$ cat src/rtl/gpio_in_pkg.sv
// Shared constants and types for the gpio_in CSR block.
// Register offsets are decoded from csr_a[3:0]; the bank lives in csr_a[13:10].
package gpio_in_pkg;

    localparam int unsigned GPIO_IN_DW = 32;

    localparam logic [3:0] GPIO_IN_REG_IN      = 4'h0;
    localparam logic [3:0] GPIO_IN_REG_PENDING = 4'h1;
    localparam logic [3:0] GPIO_IN_REG_RISE_EN = 4'h2;
    localparam logic [3:0] GPIO_IN_REG_FALL_EN = 4'h3;
    localparam logic [3:0] GPIO_IN_REG_IRQ_EN  = 4'h4;

    typedef logic [GPIO_IN_DW-1:0] gpio_word_t;

    // Write-1-to-clear with new events taking priority over a same-cycle clear.
    function automatic gpio_word_t gpio_in_pending_next(
        input gpio_word_t cur,
        input gpio_word_t clr,
        input gpio_word_t set
    );
        return (cur & ~clr) | set;
    endfunction

endpackage

$ cat src/rtl/gpio_in_debounce.sv
// Two-flop synchroniser followed by an optional tick-sampled debouncer.
// A bit only moves to a new level after two consecutive ticks agree on it.
module gpio_in_debounce
    import gpio_in_pkg::*;
#(
    parameter logic [15:0] DEBOUNCE_DIV = 16'd0
) (
    input  logic       i_clk,
    input  logic       i_rst_n,
    input  gpio_word_t i_pins,
    output gpio_word_t o_stable
);

    gpio_word_t r_sync1;
    gpio_word_t r_sync2;
    gpio_word_t r_stable;

    always_ff @(posedge i_clk or negedge i_rst_n) begin
        if (!i_rst_n) begin
            r_sync1 <= '0;
            r_sync2 <= '0;
        end else begin
            r_sync1 <= i_pins;
            r_sync2 <= r_sync1;
        end
    end

    generate
        if (DEBOUNCE_DIV == 16'd0) begin : g_bypass
            always_ff @(posedge i_clk or negedge i_rst_n) begin
                if (!i_rst_n) begin
                    r_stable <= '0;
                end else begin
                    r_stable <= r_sync2;
                end
            end
        end else begin : g_debounce
            logic [15:0] r_presc;
            gpio_word_t  r_sample;
            logic        w_tick;
            gpio_word_t  w_agree;

            assign w_tick  = (r_presc == DEBOUNCE_DIV - 16'd1);
            // Compare against the previous tick's sample, not the one being taken now.
            assign w_agree = ~(r_sync2 ^ r_sample);

            always_ff @(posedge i_clk or negedge i_rst_n) begin
                if (!i_rst_n) begin
                    r_presc  <= '0;
                    r_sample <= '0;
                    r_stable <= '0;
                end else begin
                    r_presc <= w_tick ? 16'd0 : r_presc + 16'd1;
                    if (w_tick) begin
                        r_sample <= r_sync2;
                        r_stable <= (r_stable & ~w_agree) | (r_sync2 & w_agree);
                    end
                end
            end
        end
    endgenerate

    assign o_stable = r_stable;

endmodule

$ cat src/rtl/gpio_in.sv
// 32-bit GPIO input block on the CSR bus: debounced pin state, W1C edge
// pending bits with per-direction enables, and a registered level interrupt.
module gpio_in
    import gpio_in_pkg::*;
#(
    parameter logic [3:0]  csr_addr     = 4'h0,
    parameter logic [15:0] DEBOUNCE_DIV = 16'd0
) (
    input  logic                  sys_clk,
    input  logic                  sys_rst,
    input  logic [13:0]           csr_a,
    input  logic                  csr_we,
    input  logic [GPIO_IN_DW-1:0] csr_di,
    output logic [GPIO_IN_DW-1:0] csr_do,
    input  logic [GPIO_IN_DW-1:0] gpio_inputs,
    output logic                  irq
);

    gpio_word_t w_stable;
    gpio_word_t r_stable_prev;
    gpio_word_t r_pending;
    gpio_word_t r_rise_en;
    gpio_word_t r_fall_en;
    gpio_word_t r_irq_en;

    gpio_word_t w_rise;
    gpio_word_t w_fall;
    gpio_word_t w_set;
    gpio_word_t w_clr;
    gpio_word_t w_rdata;
    logic       w_sel;
    logic       w_wr;
    logic [3:0] w_reg;
    logic       w_unused_addr;

    gpio_in_debounce #(
        .DEBOUNCE_DIV(DEBOUNCE_DIV)
    ) u_debounce (
        .i_clk   (sys_clk),
        .i_rst_n (sys_rst),
        .i_pins  (gpio_inputs),
        .o_stable(w_stable)
    );

    assign w_sel         = (csr_a[13:10] == csr_addr);
    assign w_reg         = csr_a[3:0];
    assign w_wr          = w_sel & csr_we;
    assign w_unused_addr = ^csr_a[9:4];

    assign w_rise = w_stable & ~r_stable_prev;
    assign w_fall = ~w_stable & r_stable_prev;
    assign w_set  = (w_rise & r_rise_en) | (w_fall & r_fall_en);
    assign w_clr  = (w_wr && (w_reg == GPIO_IN_REG_PENDING)) ? csr_di : '0;

    always_comb begin
        w_rdata = '0;
        case (w_reg)
            GPIO_IN_REG_IN:      w_rdata = w_stable;
            GPIO_IN_REG_PENDING: w_rdata = r_pending;
            GPIO_IN_REG_RISE_EN: w_rdata = r_rise_en;
            GPIO_IN_REG_FALL_EN: w_rdata = r_fall_en;
            GPIO_IN_REG_IRQ_EN:  w_rdata = r_irq_en;
            default:             w_rdata = '0;
        endcase
    end

    // Read data reflects the pre-write register value; write lands on the same edge.
    always_ff @(posedge sys_clk or negedge sys_rst) begin
        if (!sys_rst) begin
            csr_do    <= '0;
            r_rise_en <= '0;
            r_fall_en <= '0;
            r_irq_en  <= '0;
        end else begin
            csr_do <= w_sel ? w_rdata : '0;
            if (w_wr) begin
                case (w_reg)
                    GPIO_IN_REG_RISE_EN: r_rise_en <= csr_di;
                    GPIO_IN_REG_FALL_EN: r_fall_en <= csr_di;
                    GPIO_IN_REG_IRQ_EN:  r_irq_en  <= csr_di;
                    default: ;
                endcase
            end
        end
    end

    always_ff @(posedge sys_clk or negedge sys_rst) begin
        if (!sys_rst) begin
            r_stable_prev <= '0;
            r_pending     <= '0;
            irq           <= 1'b0;
        end else begin
            r_stable_prev <= w_stable;
            r_pending     <= gpio_in_pending_next(r_pending, w_clr, w_set);
            irq           <= |(r_pending & r_irq_en);
        end
    end

endmodule

$ cat config.mk
export PLATFORM = sky130hd
export DESIGN_NAME = gpio_in
export DESIGN_NICKNAME = d
export VERILOG_FILES = /design/src/rtl/gpio_in_pkg.sv /design/src/rtl/gpio_in_debounce.sv /design/src/rtl/gpio_in.sv
export SDC_FILE = /design/constraint.sdc
export NUM_CORES = 1
export LEC_CHECK = 0
export ABC_AREA = 1
export CAP_MARGIN = 20
export CORE_AREA = 2 2 146 148
export CTS_CLUSTER_DIAMETER = 40
export DETAILED_ROUTE_END_ITERATION = 10
export DIE_AREA = 0 0 148 150
export PLACE_DENSITY = 0.86
export SYNTH_ARGS = -nofsm -noshare
export SYNTH_HDL_FRONTEND = slang
export SYNTH_HIERARCHICAL = 1
export SYNTH_SLANG_ARGS = --single-unit
$ cat constraint.sdc
create_clock -name sys_clk -period 2 [get_ports sys_clk]
set_input_delay 0.3 -clock sys_clk [delete_from_list [all_inputs] [get_ports sys_clk]]
set_output_delay 0.3 -clock sys_clk [all_outputs]
set_load 0.01 [all_outputs]
==> metrics.md <==
| Metric | Value |
|---|---|
| Initial DRC count | 833 |
| Design area | 0.0140 mm² |
| Crit path max-delay family | buffers and inverters |
| Crit-path max FO | 1 |
| PortBufs | 107 |
| Power per cell area | 951 mW/mm² |
| Width of the chip | 148 µm |
| Synthesized instance count | 1170 |
| Die height | 150 µm |
| Critical Path RT | 1700 ps |
| CTS Buffer Depth | 3 |
| Yosys reg bits | 289 |
| H-tree depth | 2 |
| Pin count of the biggest net entering global routing | 65 |
| Core Rows | 53 |
| Number of CTS-inserted buffers | 34 |
| Post-Place Cells | 1535 |
| Placed wire-length estimate | 16100 µm |
| Final Setup Violations | 0 |
| Initial Utilization | 53.8% |
| Cell Count, Final, Fillers Out | 1595 |
| Outcome | finished clean |
| # Max-Cap Violations | 0 |
| Top cells by area, synth | dfrtp_1 65%, nand2_1 11%, nand3_1 8.6% |
| Synth top cells by count | 316 x nand2_1, 289 x dfrtp_1, 192 x nand3_1 |
| WHS | 238 ps |
| Worst Tran Pin Value | 496 ps |
| CTS tree | yes |
| Fin. max-slew vios | 0 |
| Tot Pwr | 13300 µW |
| Mapped cell area | 0.0111 mm² |
| Main synth FF type | dfrtp_1 |
| Clock Sinks | 289 |
| Register-to-Register Path Depth | 6 |
| Via count | 8918 |
| Worst vdd ir | 0.000593 V |
| Area post-placement | 0.0128 mm² |
| Async SR Flop Fraction | 100% |
| Top-Level Pins | 114 |
| Remaining antenna violation count | 0 |
| Final hold viol count | 0 |
| Clk slew on worst S/H paths | 60 ps |
| Antenna Cells | 0 |
| First-pass GRT wire length | 44700 µm |
| CP arrival | 1440 ps |
| Post-synth top area cell | dfrtp_1 |
| Clk_lat worst skew | 500 ps |
| Synth cell types | 17 |
| CP Depth | 1 |
| Buf/Inv on CP | 1 |
| Crit-path cells | clkdlybuf4s50_1 |
| Register area share after synthesis | 65.0% |
| Fmax | 576 MHz |
| Die area | 0.0222 mm² |
| Initial antenna violation count | 1 |
| Top-count cell post-synth | nand2_1 |
| Vias per inst | 5.59 |
| Syn Nets | 1251 |
| GRT Resource Usage Total | 25.3% |
| # DRC | 0 |
| HP Class | in2reg |
| RSZ-0062 raised after global routing | no |
| GRT overflow | 0 |
| Layout cells sized above 1 | 8.26% |
| Leak | 0.00637 µW |
| Filler Cells Inserted | 1465 |
| Mean Syn Cell Area | 9.51 µm² |
| NumNets Final | 1378 |
| Post-Route WL | 27100 µm |
| Routed length per placed instance | 17.0 µm |
| Critical path capture point type | primary output |
| Post-synth EDFFs | 0 |
| Worst relative slew slack | 66.9% |
| Worst Skew | 20.3 ps |
| Placer Congestion | 0.853 |
| Area delta synth->final | 25.6% |
| Clk root buf | clkbuf_16 |
| DR pass1 iterations | 6 |
| Critical path type | reg2out |
| Core area | 0.0207 mm² |
| CP Launch Type | register |
| Crit path time final | 1740 ps |
| Vias in the first global route | 9106 |
| Worst Hold Depth | 1 |
| Slowest stage delay, CP | 550 ps |
| Crit share post-route | 86.8% |
| Critical path's slowest cell | clkdlybuf4s50_1 |
| Share of Yosys cell area claimed by the top area cell type | 65.0% |
| Synth warn | 6 |
## sequential cells by signal, summed over array words and instances (netlist names)
| name | count |
|---|---|
| u_debounce/o_stable | 32 |
| r_fall_en | 32 |
| u_debounce/r_sync2 | 32 |
| r_rise_en | 32 |
| u_debounce/r_sync1 | 32 |
| csr_do | 32 |
| r_stable_prev | 32 |
| r_pending | 32 |
| r_irq_en | 32 |
| irq | 1 |
## timing repair
item | in CTS | in global routing
hold buffers | 1 | 0
endpoints found under the hold margin | 56 | 0
gates resized for setup | 0 | 0
buffers inserted | 0 | 0
## stage by stage
step                      setup TNS [ps]  utilization (%)  setup WS, ps
after CTS                              0             67.6           260
final                                  0             67.6           263
after global placement                 0             62.1          48.7
after detailed placement           -10.0             62.1         -10.0
after global routing                   0             67.6           242
after floorplan                        0                -           729
## layout make-up
cell class / instances / area [µm²] / area share, %
sequential: 289 / 7230 / 51.7
multi-input combinational: 755 / 3410 / 24.4
timing repair buffer: 147 / 1600 / 11.5
clock buffer: 41 / 908 / 6.50
tap: 275 / 344 / 2.46
inverter: 70 / 263 / 1.88
clock inverter: 18 / 221 / 1.58
## cell usage in the layout, fill, tap and decap left out, types with 5 or more instances in the layout
cell / count
clkbuf_16: 35
nand2_1: 313
buf_12: 18
nand3_1: 192
clkinv_2: 7
nor2_1: 78
clkbuf_1: 5
buf_4: 21
o21ai_0: 61
inv_1: 67
nand3b_1: 31
clkdlybuf4s50_1: 106
o21ai_1: 66
dfrtp_1: 289
## where the power goes
part | internal (µW) | switching (µW)
registers | 6110 | 186
clock network | 3790 | 2360
logic | 358 | 490
## final timing paths
| path | to | startpoint | slack (ps) |
|---|---|---|---|
| setup / recovery | csr_do[12] | csr_do[12] | 260 |
| hold / removal | u_debounce/r_sync1[9] | gpio_inputs[9] | 240 |
| setup reg to reg | irq | r_irq_en[25] | 870 |
| hold reg to reg | u_debounce/r_sync2[6] | u_debounce/r_sync1[6] | 340 |
| max in group asynchronous | r_fall_en[24] | sys_rst | 980 |
| min in group asynchronous | u_debounce/r_sync2[6] | sys_rst | 340 |
## logic make-up after synthesis
kind of cell    share of synthesized area [%]
buf+inv                                  4.71
flops                                    65.0
simple gates                             24.5
compound gates                           5.83
## metal layers
| layer | GRT usage (%) | up-vias | share of wire [%] |
|---|---|---|---|
| li1 | - | 4060 | - |
| met1 | 31.3 | 4285 | 38 |
| met5 | 0 | - | 0 |
| met2 | 42.8 | 465 | 50 |
| met4 | 12.8 | 0 | 4.2 |
| met3 | 4.85 | 108 | 7.8 |
(Power assumes the default switching activity.)
